===== src/rtl/ltssm_timer_ctrl.sv =====
// Per-state LTSSM timeout timer and TS1/TS2 run qualifier; counters restart on every state change.
// Optional `LTSSM_TIMER_FAST_SIM_EN: drops the prescaler so one "ms" equals one clk cycle.
module ltssm_timer_ctrl #(
  parameter int unsigned TICKS_PER_MS    = 250000,
  parameter int unsigned TS_COUNT_THRESH = 8
) (
  input  logic        clk,
  input  logic        reset,
  input  logic [10:0] ltssm_state,
  input  logic        ts1_rx_valid,
  input  logic        ts2_rx_valid,
  input  logic        ts_err,
  output logic        timeout,
  output logic        ts1_received,
  output logic        ts2_received,
  output logic [7:0]  timer_ms
);

  localparam int unsigned STATE_W = 11;
  localparam int unsigned MS_W    = 8;
  localparam int unsigned TS_W    = $clog2(TS_COUNT_THRESH + 1);

  logic [STATE_W-1:0] state_q;
  logic [TS_W-1:0]    ts1_cnt, ts2_cnt, ts1_cnt_d, ts2_cnt_d;
  logic [MS_W-1:0]    ms_d;
  logic [MS_W-1:0]    budget_c;
  logic               has_budget_c;
  logic               state_chg_c;
  logic               ms_tick_c;
  logic               expire_c;
  logic               timeout_d;

  assign state_chg_c = (ltssm_state != state_q);

  // Per-state budget in ms; states without a budget never time out.
  always_comb begin
    budget_c     = '0;
    has_budget_c = 1'b1;
    case (ltssm_state)
      11'd0:                budget_c = MS_W'(12);
      11'd2:                budget_c = MS_W'(24);
      11'd4:                budget_c = MS_W'(48);
      11'd5:                budget_c = MS_W'(24);
      11'd7:                budget_c = MS_W'(2);
      11'd9:                budget_c = MS_W'(2);
      11'd12:               budget_c = MS_W'(24);
      11'd14, 11'd15, 11'd16: budget_c = MS_W'(24);
      default:              has_budget_c = 1'b0;
    endcase
  end

`ifdef LTSSM_TIMER_FAST_SIM_EN
  assign ms_tick_c = 1'b1;
  // Look one cycle ahead so the registered timeout is high in cycle budget.
  assign expire_c  = has_budget_c && (timer_ms == budget_c - MS_W'(2));
`else
  localparam int unsigned PRE_W = (TICKS_PER_MS > 1) ? $clog2(TICKS_PER_MS) : 1;

  logic [PRE_W-1:0] pre_q, pre_d;

  assign ms_tick_c = (pre_q == PRE_W'(TICKS_PER_MS - 1));
  // Fires on the last cycle before elapsed reaches budget*TICKS_PER_MS.
  assign expire_c  = has_budget_c && (timer_ms == budget_c - MS_W'(1)) &&
                     (pre_q == PRE_W'(TICKS_PER_MS - 2));

  always_comb begin
    pre_d = pre_q + PRE_W'(1);
    if (state_chg_c || ms_tick_c) pre_d = '0;
  end

  always_ff @(posedge clk) begin
    if (!reset) pre_q <= '0;
    else        pre_q <= pre_d;
  end
`endif

  // Next-state for ms counter, sticky timeout and TS run counters; state change overrides all.
  always_comb begin
    ms_d      = timer_ms;
    timeout_d = timeout;
    ts1_cnt_d = ts1_cnt;
    ts2_cnt_d = ts2_cnt;
    if (state_chg_c) begin
      ms_d      = '0;
      timeout_d = 1'b0;
      ts1_cnt_d = '0;
      ts2_cnt_d = '0;
    end else begin
      if (ms_tick_c && (timer_ms != {MS_W{1'b1}})) ms_d = timer_ms + MS_W'(1);
      if (expire_c) timeout_d = 1'b1;
      if (ts_err) begin
        ts1_cnt_d = '0;
        ts2_cnt_d = '0;
      end else begin
        if (ts1_rx_valid && (ts1_cnt != TS_W'(TS_COUNT_THRESH))) ts1_cnt_d = ts1_cnt + TS_W'(1);
        if (ts2_rx_valid && (ts2_cnt != TS_W'(TS_COUNT_THRESH))) ts2_cnt_d = ts2_cnt + TS_W'(1);
      end
    end
  end

  always_ff @(posedge clk) begin
    if (!reset) begin
      state_q      <= '0;
      timer_ms     <= '0;
      timeout      <= 1'b0;
      ts1_cnt      <= '0;
      ts2_cnt      <= '0;
      ts1_received <= 1'b0;
      ts2_received <= 1'b0;
    end else begin
      state_q      <= ltssm_state;
      timer_ms     <= ms_d;
      timeout      <= timeout_d;
      ts1_cnt      <= ts1_cnt_d;
      ts2_cnt      <= ts2_cnt_d;
      ts1_received <= (ts1_cnt_d == TS_W'(TS_COUNT_THRESH));
      ts2_received <= (ts2_cnt_d == TS_W'(TS_COUNT_THRESH));
    end
  end

endmodule


===== config.mk =====
export PLATFORM = sky130hd
export DESIGN_NAME = ltssm_timer_ctrl
export DESIGN_NICKNAME = d
export VERILOG_FILES = /design/src/rtl/ltssm_timer_ctrl.sv
export SDC_FILE = /design/constraint.sdc
export NUM_CORES = 1
export LEC_CHECK = 0
export BUFFER_PORTS_ARGS = -buffer_cell sky130_fd_sc_hd__buf_2
export CAP_MARGIN = 20
export CORE_UTILIZATION = 43
export DETAILED_ROUTE_END_ITERATION = 10
export GPL_ROUTABILITY_DRIVEN = 0
export HOLD_SLACK_MARGIN = 0.02
export SYNTH_ARGS = -nofsm -noshare
export SYNTH_HDL_FRONTEND = slang
export SYNTH_SLANG_ARGS = --single-unit

===== constraint.sdc =====
create_clock -name clk -period 3.4 [get_ports clk]
set_input_delay 0.85 -clock clk [delete_from_list [all_inputs] [get_ports clk]]
set_output_delay 0.85 -clock clk [all_outputs]
set_load 0.05 [all_outputs]

==> results of run 1 <==
[flip-flops by register name (all words and copies together), names as in the netlist]
signal and cells:
ts1_received 1, timer_ms 8, ts2_received 1, pre_q 18, state_q 11, ts1_cnt 4
timeout 1, ts2_cnt 4
[how the worst max path moves through the flow]
| stage | depth (start not counted) | end | slack [ps] |
|---|---|---|---|
| floorplan | 10 | timeout$_SDFFE_PP0P_ | 180 |
| global placement | 11 | timeout$_SDFFE_PP0P_ | 80 |
| detailed placement | 11 | timeout$_SDFFE_PP0P_ | -50 |
| CTS | 11 | timeout$_SDFFE_PP0P_ | 260 |
| global route | 11 | timeout$_SDFFE_PP0P_ | 50 |
| finish | 11 | timeout$_SDFFE_PP0P_ | 240 |
[critical path, delay by kind of cell]
kind | cells | cell delay [ps]
AND/OR/NAND/NOR | 4 | 1200
XOR/XNOR | 1 | 410
AO/OA/AOI/OAI | 3 | 280
adder cells (fa/ha/maj) | 1 | 240
multiplexers | 1 | 240
buffers and inverters | 1 | 130
[final cells by class]
type                            count  area, um2  area share [%]
Timing Repair Buffer               33        183            6.50
Multi-Input combinational cell    213       1460            51.8
Tap cell                           72       90.1            3.20
Clock buffer                        7       86.3            3.07
Sequential cell                    48        961            34.2
Inverter                            7       26.3           0.935
Clock inverter                      1       7.51           0.267
[cell families (layout without fill, tap and decap cells)]
logic type,Yosys count,after routing
simple gates,135,135
flops,48,48
xor+xnor,44,44
compound gates,22,22
buf+inv,16,48
fa+ha+maj,8,8
mux,4,4
[synth_stat cells, types with 2 or more instances]
| library cell | number |
|---|---|
| o31a_1 | 2 |
| a21oi_1 | 4 |
| clkbuf_1 | 3 |
| and3_1 | 7 |
| nand3b_1 | 2 |
| nand4_1 | 10 |
| inv_1 | 7 |
| dfxtp_1 | 48 |
| and4_1 | 4 |
| nor4_1 | 5 |
| mux2i_1 | 4 |
| nand2b_1 | 3 |
| nand3_1 | 9 |
| nor2_1 | 47 |
| nor3_1 | 6 |
| buf_2 | 6 |
| xor2_1 | 32 |
| and2_1 | 12 |
| ha_1 | 8 |
| a31oi_1 | 2 |
| or2_1 | 2 |
| and4b_1 | 2 |
| nand2_1 | 16 |
| xnor2_1 | 11 |
| o21a_1 | 2 |
[power breakdown]
| group | total (mW) | switching, mW | internal (mW) | leakage [nW] |
|---|---|---|---|---|
| logic | 0.0621 | 0.0338 | 0.0283 | 0.614 |
| clock network | 0.352 | 0.186 | 0.165 | 0.0445 |
| registers | 0.571 | 0.00282 | 0.569 | 0.390 |
[stage by stage]
stage / setup TNS (ps) / instances / setup WS, ps / hold slack [ps] / total power, mW
floorplan: 0 / 277 / 181 / 437 / 0.623
global placement: 0 / 373 / 80.7 / 435 / 0.645
detailed placement: -48.9 / 373 / -48.9 / 444 / 0.647
CTS: 0 / 381 / 258 / 455 / 0.998
global route: 0 / 381 / 53.7 / 487 / 1.03
finish: 0 / 381 / 244 / 449 / 0.985
[layer usage]
metal / vias up / track usage, % / routed length (um)
met5: - / 0 / 0
met4: 0 / 6.11 / 60
met3: 7 / 4.53 / 203
met2: 38 / 27.6 / 2040
met1: 869 / 21.4 / 2380
li1: 1017 / - / -
==> metrics, run 1 <==
status completed; ANT nets after route 0; Hold Path Stages 2; sequential area share after synthesis 38.7%; Worst Hold Launch timeout$_SDFFE_PP0P_; warnings from Yosys 0; Peak VDD IR 0.000135 V; Core ar. 0.00554 mm2; Synth Area in XOR/XNOR 15.8%; DIE AREA 0.00609 mm2; simple-gate share of the synthesized area 29.0%; deepest clock path buffer count 2; Fin. Hold Viols 0; vias per cell 5.07; Slowest cell on crit path or4b_4; final worst-path cycle share 92.8%; P_leak 1.05 nW; Antenna Cells 0; prevailing post-synth register cell dfxtp_1; hold endpoint timeout$_SDFFE_PP0P_; top-area cell type share of the netlist area 38.7%; Layout area overhead 13.1%; design area 0.00281 mm2; clk_skew 8.33 ps; Seq cells post-synth 48; post-DP HPWL 3390 um; vias post-DR 1931; Avg WL per Cell 12.3 um; fmax 317 MHz; CP Capture Type register; drt pass-1 iters 4; Synth Area in Compound Gates 8.15%; Reg-to-Reg End pre_q[4]$_SDFF_PP0_; first-pass GRT wire length 8170 um; share of post-route cells with drive strength above 1 15.5%; syn_area_per_cell 8.98 um2; width of the chip 78.0 um; R2R Setup Slk 1470 ps; synthesized area 0.00249 mm2; Worst Tran Pin Value 618 ps; leading cell type in the layout, fill and taps excluded dfxtp_1; final WL 4690 um; async set-reset flop share out of synthesis 0%; initial antenna violation count 0; Iteration-0 DRC Markers 66; die height 78.0 um; main combinational cell family by area after synthesis simple AND/OR/NAND/NOR gates; hold crit path type reg -> reg; Synth Net Count 301; adder-cell share of the synthesized area 4.03%; Worst setup SP type primary input; buffer count from post-CTS setup fixing 0; number of synthesized flops with an enable pin 0; crit-path cells buf_2 > nor4_4 > nand2_2 > or4b_4 > ha_1 > xnor2_1 > mux2i_1 > o221ai_1 > and4_1 > o2111ai_1 > a21oi_1; Critical Path RT 3590 ps; Critical R2R Launch pre_q[12]$_SDFF_PP0_; Reg2Reg Depth 5; commonest non-fill, non-tap cells in the layout 48 x dfxtp_1, 47 x nor2_1, 32 x xor2_1, 26 x buf_2, 16 x nand2_1; Final min period 3160 ps; clock tree sinks 48; Crit Path Class in -> reg; PostCTS Resize Cnt 0; Skew-Pair Late Insertion Delay 300 ps; I/O pins 27; unrepaired setup endpoints after global routing no; pin count of the biggest net entering global routing 18; Pwr Density 350 mW/mm2; CTS tree yes; vias in the first global route 1821; Rows 27; WP data arrival 3340 ps; # hold bufs at CTS 0; crit-path max FO 5; area leader, netlist dfxtp_1; Worst slew margin 57.8%; CTS HTree Levels 2; Final Net Count 332; Final Setup Violations 0; Final Max Slew Viols 0; Critical Path Start ltssm_state[5]; GR Overflow Total 0; Reg clk slew, reported paths 80 ps; TritonCTS Buffers 5; # port buffers 26; Root Buffer clkbuf_8; maxcap violations 0; Cell variety after synth 48; mux share of post-synthesis cell area 1.61%; fill count 557; Post-route DRC 0; top area cells in the synthesized netlist dfxtp_1 39%, xor2_1 11%, nor2_1 7.1%, ha_1 4.0%, xnor2_1 3.9%; initial core utilization 44.9%; Total GRT Usage 16.9%; Crit path largest cell delay 540 ps; Placed Area 0.00272 mm2; Util after Layout 50.7%; Cells after Synth 277
(Power assumes the default switching activity.)
==> run 2: changes to the inputs <==
--- a/config.mk
+++ b/config.mk
@@ -7,10 +7,13 @@
 export LEC_CHECK = 0
 export BUFFER_PORTS_ARGS = -buffer_cell sky130_fd_sc_hd__buf_2
 export CAP_MARGIN = 20
-export CORE_UTILIZATION = 43
+export CELL_PAD_IN_SITES_DETAIL_PLACEMENT = 2
+export CELL_PAD_IN_SITES_GLOBAL_PLACEMENT = 2
+export CORE_UTILIZATION = 32
 export DETAILED_ROUTE_END_ITERATION = 10
 export GPL_ROUTABILITY_DRIVEN = 0
 export HOLD_SLACK_MARGIN = 0.02
+export PLACE_DENSITY_LB_ADDON = 0.1
 export SYNTH_ARGS = -nofsm -noshare
 export SYNTH_HDL_FRONTEND = slang
 export SYNTH_SLANG_ARGS = --single-unit
==> constraint.sdc (replaced) <==
create_clock -name clk -period 3.4 [get_ports clk]
set_input_delay 0 -clock clk [delete_from_list [all_inputs] [get_ports clk]]
set_output_delay 0 -clock clk [all_outputs]
set_load 0.05 [all_outputs]
==> run 2 against run 1 <==
  * Global-route usage down 1.4 points
  * Clock power is 5% higher
  * Sequential share of layout area decreased by 0.73 points
  * Critical endpoint unchanged
==> metrics, run 2 (synthesis results as in run 1) <==
setup_tns 0 ps (unchanged); CTS HTree Levels 2 (unchanged); unrepaired setup endpoints after global routing no; hold crit path type in -> reg; Reg clk slew, reported paths 90 ps (about the same); first-pass GRT wire length 10100 um (+24%); width of the chip 90.1 um (+16%); Post-route DRC 0 (unchanged); Worst slew margin 54.2% (-3.6 points); Hold Path Stages 2 (unchanged); initial antenna violation count 0 (unchanged); Critical R2R Launch state_q[4]$_SDFF_PN0_; Worst setup SP type primary input; I/O pins 27 (unchanged); GR Overflow Total 0 (unchanged); Skew-Pair Late Insertion Delay 290 ps (about the same); WP data arrival 3140 ps (-200 ps); CP Capture Type register; Final Max Slew Viols 0 (unchanged); drt pass-1 iters 3 (-1); Critical Path Start ltssm_state[5]; Pint 0.781 mW (+2.5%); die height 90.1 um (+16%); PostCTS Resize Cnt 0 (unchanged); Switch Pwr 0.226 mW (+1.3%); Final min period 2950 ps (-202 ps); buffer count from post-CTS setup fixing 0 (unchanged); Worst Tran Pin Value 670 ps (+52.0 ps); Peak VDD IR 0.000258 V (+92%); status completed; Critical Path RT 3590 ps (about the same); Avg WL per Cell 14.5 um (+18%); vias post-DR 2022 (+4.7%); Largest register FFs 18 (unchanged); # port buffers 26 (unchanged); CTS tree yes; Reg2Reg Depth 6 (+1); share of post-route cells with drive strength above 1 13.6% (-1.9 points); pin count of the biggest net entering global routing 18 (unchanged); clock tree sinks 48 (unchanged); final worst-path cycle share 86.9% (-5.9 points); Worst setup endpoint timeout$_SDFFE_PP0P_; clk_skew 4.29 ps (-4.04 ps); Iteration-0 DRC Markers 16 (-76%); Final Net Count 333 (+0.30%); commonest non-fill, non-tap cells in the layout 48 x dfxtp_1, 47 x nor2_1, 32 x xor2_1, 26 x buf_2, 16 x nand2_1; Antenna Cells 0 (unchanged); fmax 339 MHz (+6.8%); vias in the first global route 2120 (+16%); Total GRT Usage 15.5% (-1.4 points); vias per cell 4.96 (-2.2%); Reg-to-Reg End pre_q[15]$_SDFF_PP0_; DIE AREA 0.00813 mm2 (+33%); Largest Register pre_q; crit-path max FO 6 (+1); Root Buffer clkbuf_8; # hold bufs at CTS 7 (+7); largest registers pre_q x18, state_q x11, timer_ms x8; Layout area overhead 15.6%; Comb pwr share 6.7% (+0.4 points); Net Sw Frac 22.4% (-0.21 points); R2R Setup Slk 1340 ps (-130 ps); Fin. Hold Viols 0 (unchanged); power share of the clock group 36.5% (+0.8 points); final WL 5910 um (+26%); post-DP HPWL 4350 um (+28%); Final Setup Violations 0 (unchanged); Util after Layout 39.0% (-12 points); Crit Path Class in -> reg; ANT nets after route 0 (unchanged); part of the power in registers 56.8% (-1.2 points); leading cell type in the layout, fill and taps excluded dfxtp_1; Rows 31 (+15%); P_leak 1.06 nW (+0.78%); maxcap violations 0 (unchanged); Core ar. 0.00737 mm2 (+33%); TritonCTS Buffers 5 (unchanged); initial core utilization 33.7% (-11 points); Pwr Density 351 mW/mm2 (about the same); deepest clock path buffer count 2 (unchanged)
[run 2: changes by cell type in the layout (fill, tap and decap cells not counted), sizes merged]
cell and delta:
buf -6, clkinvlp -1, dlygate4sd3 +7
[run 2: area by class of cell]
cell class | count | area [um2]
Timing Repair Buffer | 34 | 208
Tap cell | 99 | 124
Sequential cell | 48 | 961
Clock buffer | 7 | 96.3
Inverter | 7 | 26.3
Multi-Input combinational cell | 213 | 1460
Fill cell | 853 | 4500
[run 2: worst min-delay path by stage]
stage / startpoint / end
after detailed placement: ltssm_state[9] / state_q[9]$_SDFF_PN0_
final: ltssm_state[4] / state_q[4]$_SDFF_PN0_
after floorplan: ltssm_state[10] / state_q[10]$_SDFF_PN0_
after CTS: ltssm_state[4] / state_q[4]$_SDFF_PN0_
after global placement: ltssm_state[9] / state_q[9]$_SDFF_PN0_
after global routing: ltssm_state[4] / state_q[4]$_SDFF_PN0_
[run 2: critical path: stages]
cell and delay (ps):
dlygate4sd3_1 540, buf_2 160, nor4_4 310, nand2_2 140
or4b_4 570, ha_1 300, xnor2_1 380, nor3_1 80
a311o_1 330, and4_1 150, o2111ai_1 70, a21oi_1 90
[run 2: stage by stage]
stage | worst slack, ps | hold slack (ps) | power (mW) | cell area [um2] | instances
6_report | 446 | 45.5 | 1.01 | 2870 | 408
5_1_grt | 270 | 39.8 | 1.06 | 2870 | 408
4_1_cts | 466 | 38.4 | 1.03 | 2870 | 408
3_5_place_dp | 684 | 255 | 0.647 | 2710 | 394
3_3_place_gp | 766 | 245 | 0.645 | 2710 | 394
2_1_floorplan | 1030 | 122 | 0.623 | 2490 | 277
[run 2: power groups by stage]
stage / combinational, mW / clock, mW / sequential (mW)
global route: 0.0749 / 0.416 / 0.572
floorplan: 0.0388 / 0 / 0.584
global placement: 0.0602 / 0 / 0.585
CTS: 0.0685 / 0.385 / 0.572
detailed placement: 0.0618 / 0 / 0.585
finish: 0.0675 / 0.368 / 0.572
[run 2: metal layers]
metal | GRT usage (%) | vias to the layer above | part of all wire, %
met1 | 20.3 | 980 | 50
li1 | - | 1017 | -
met3 | 3.64 | 4 | 2.4
met4 | 3.23 | 0 | 0.75
met5 | 0 | - | 0
met2 | 25.8 | 21 | 47
==> run 3: changes to the inputs <==
--- a/config.mk
+++ b/config.mk
@@ -9,7 +9,7 @@
 export CAP_MARGIN = 20
 export CELL_PAD_IN_SITES_DETAIL_PLACEMENT = 2
 export CELL_PAD_IN_SITES_GLOBAL_PLACEMENT = 2
-export CORE_UTILIZATION = 32
+export CORE_UTILIZATION = 39
 export DETAILED_ROUTE_END_ITERATION = 10
 export GPL_ROUTABILITY_DRIVEN = 0
 export HOLD_SLACK_MARGIN = 0.02
==> constraint.sdc (replaced) <==
create_clock -name clk -period 3.6 [get_ports clk]
set_input_delay 0 -clock clk [delete_from_list [all_inputs] [get_ports clk]]
set_output_delay 0 -clock clk [all_outputs]
set_load 0.05 [all_outputs]
==> run 3 against run 2 <==
  * Combinational power fell by 3%
  * Critical path depth did not move
  * Global-route usage rose by 5.0 points
  * Core utilization rose by 8.6 points
  * Total power rose by 3.0%
  * Die area fell by 18%
  * Clock skew rose by 0.63 ps
  * Highest routed layer unchanged
  * Via count barely moved
  * First-iteration DRC count rose to 3.5 times the previous value
  * Flip-flop and latch count did not move
  * Hold slack got worse by 22 ps
  * Clock power rose by 17%
==> metrics, run 3 (synthesis results as in run 1) <==
status completed; setup_tns 0 ps (unchanged); crit-path max FO 6 (unchanged); Crit path largest cell delay 570 ps (about the same); Fin. Hold Viols 0 (unchanged); Skew-Pair Late Insertion Delay 300 ps (about the same); CP Capture Type register; WP data arrival 3230 ps (+90 ps); first-pass GRT wire length 10300 um (+1.4%); Pwr Density 362 mW/mm2 (+3.3%); Avg WL per Cell 16.5 um (+14%); Placed Cells 369 (-6.3%); vias per cell 5.26 (+6.2%); Reg clk slew, reported paths 90 ps (about the same); TritonCTS Buffers 5 (unchanged); area occupied by multi-input gates 0.00146 mm2 (unchanged); Crit Path Class in -> reg; Slowest cell on crit path or4b_4; Hold Path Stages 2 (unchanged); initial antenna violation count 0 (unchanged); Critical R2R Launch state_q[7]$_SDFF_PN0_; Final Net Count 332 (-0.30%); maxcap violations 0 (unchanged); Total GRT Usage 20.4% (+5.0 points); Final Setup Violations 0 (unchanged); Rows 28 (-9.7%); P_leak 1.07 nW (+0.95%); CTS tree yes; Reg-to-Reg End ts1_received$_SDFF_PN0_; final worst-path cycle share 85.0%; Reg2Reg Depth 6 (unchanged); width of the chip 81.8 um (-9.2%); unrepaired setup endpoints after global routing no; Final min period 3060 ps; Worst Hold Launch ltssm_state[4]; fill count 663 (-22%); Worst setup SP type primary input; Util after Layout 47.5% (+8.6 points); post-DP HPWL 4570 um (+5.1%); commonest non-fill, non-tap cells in the layout 48 x dfxtp_1, 47 x nor2_1, 32 x xor2_1, 26 x buf_2, 16 x nand2_1; Largest register FFs 18 (unchanged); Peak VDD IR 0.000218 V (-16%); I/O pins 27 (unchanged); deepest clock path buffer count 2 (unchanged); Critical Path RT 3770 ps (+180 ps); CTS HTree Levels 2 (unchanged); Iteration-0 DRC Markers 56 (+40); final WL 6350 um (+7.6%); DP Worst Slack 803 ps (+119 ps); leading cell type in the layout, fill and taps excluded dfxtp_1; Layout area overhead 15.2%; final setup margin 539 ps (+92.9 ps); Antenna Cells 0 (unchanged); GR Overflow Total 0 (unchanged); crit-path cells dlygate4sd3_1 > buf_2 > nor4_4 > nand2_2 > or4b_4 > ha_1 > xnor2_1 > mux2i_1 > o221ai_1 > and4_1 > o2111ai_1 > a21oi_1; total power 1.04 mW (+3.0%); die height 81.8 um (-9.2%); Post-route DRC 0 (unchanged); register area 961 um2 (unchanged); R2R Setup Slk 1050 ps (-290 ps); buffer count from post-CTS setup fixing 0 (unchanged); clock tree sinks 48 (unchanged); clk_skew 4.91 ps (+0.628 ps); Final Max Slew Viols 0 (unchanged); hold endpoint state_q[4]$_SDFF_PN0_; vias in the first global route 2105 (-0.71%); CP top delay family simple AND/OR/NAND/NOR gates; share of post-route cells with drive strength above 1 13.6% (unchanged); fmax 327 MHz; # port buffers 26 (unchanged); largest registers pre_q x18, state_q x11, timer_ms x8; ANT nets after route 0 (unchanged); pin count of the biggest net entering global routing 18 (unchanged); post-route insts no fill 384 (-5.9%); initial core utilization 41.3% (+7.5 points); Worst slew margin 56.0% (+1.8 points); drt pass-1 iters 4 (+1); Root Buffer clkbuf_8; vias post-DR 2021 (-0.049%); hold crit path type in -> reg; DIE AREA 0.00670 mm2 (-18%); Worst Tran Pin Value 643 ps (-26.4 ps); Core ar. 0.00603 mm2 (-18%); Buffers & Inverters on Critical Path 2 (unchanged); Largest Register pre_q
## run 3: cell count changes in the layout (fill, tap and decap cells not counted), sizes merged
cell	before	now
buf	27	26
bufinv	0	1
## run 3: through the flow
step                      cell area (um2)  hold slack [ps]
after floorplan                      2490              122
after global placement               2670              248
after detailed placement             2670              250
after CTS                            2870             20.1
after global routing                 2870             32.8
final                                2870             23.0
## run 3: layout make-up
type | instances | share of cell area (%)
Multi-Input combinational cell | 213 | 50.9
Sequential cell | 48 | 33.5
Clock buffer | 7 | 3.36
Timing Repair Buffer | 33 | 6.99
Tap cell | 75 | 3.28
Clock inverter | 1 | 1.05
Inverter | 7 | 0.917
## run 3: what timing repair did
| item | in CTS | in global routing |
|---|---|---|
| gates resized for setup | 0 | 0 |
| endpoints found under the hold margin | 8 | 0 |
| hold buffers | 7 | 0 |
## run 3: per-layer routing
layer / GRT usage [%] / routed length (um) / vias up / share of wire, %
li1: - / - / 1008 / -
met1: 24.5 / 2910 / 980 / 46
met2: 36.4 / 3200 / 26 / 50
met3: 3.44 / 165 / 7 / 2.6
met4: 7.02 / 85 / 0 / 1.3
met5: 0 / 0 / - / 0
## run 3: worst max path at each step
| stage | cells after the start | startpoint | end |
|---|---|---|---|
| 2_1_floorplan | 10 | ltssm_state[0] | timeout$_SDFFE_PP0P_ |
| 3_3_place_gp | 11 | ltssm_state[5] | timeout$_SDFFE_PP0P_ |
| 3_5_place_dp | 11 | ltssm_state[5] | timeout$_SDFFE_PP0P_ |
| 4_1_cts | 12 | ltssm_state[5] | timeout$_SDFFE_PP0P_ |
| 5_1_grt | 12 | ltssm_state[5] | timeout$_SDFFE_PP0P_ |
| 6_report | 12 | ltssm_state[5] | timeout$_SDFFE_PP0P_ |
## run 3: power breakdown
group	switching (mW)	total (mW)	internal (mW)
clock	0.187	0.432	0.245
combinational	0.0364	0.0658	0.0294
sequential	0.00304	0.540	0.537
## run 3: worst reg2reg max path, cell delays in order, from the launching register on
cell     delay [ps]
dfxtp_1         340
xor2_1          170
nor4_1          510
nand4_1         580
or2_1           530
nor2_1          210
o31a_1          160
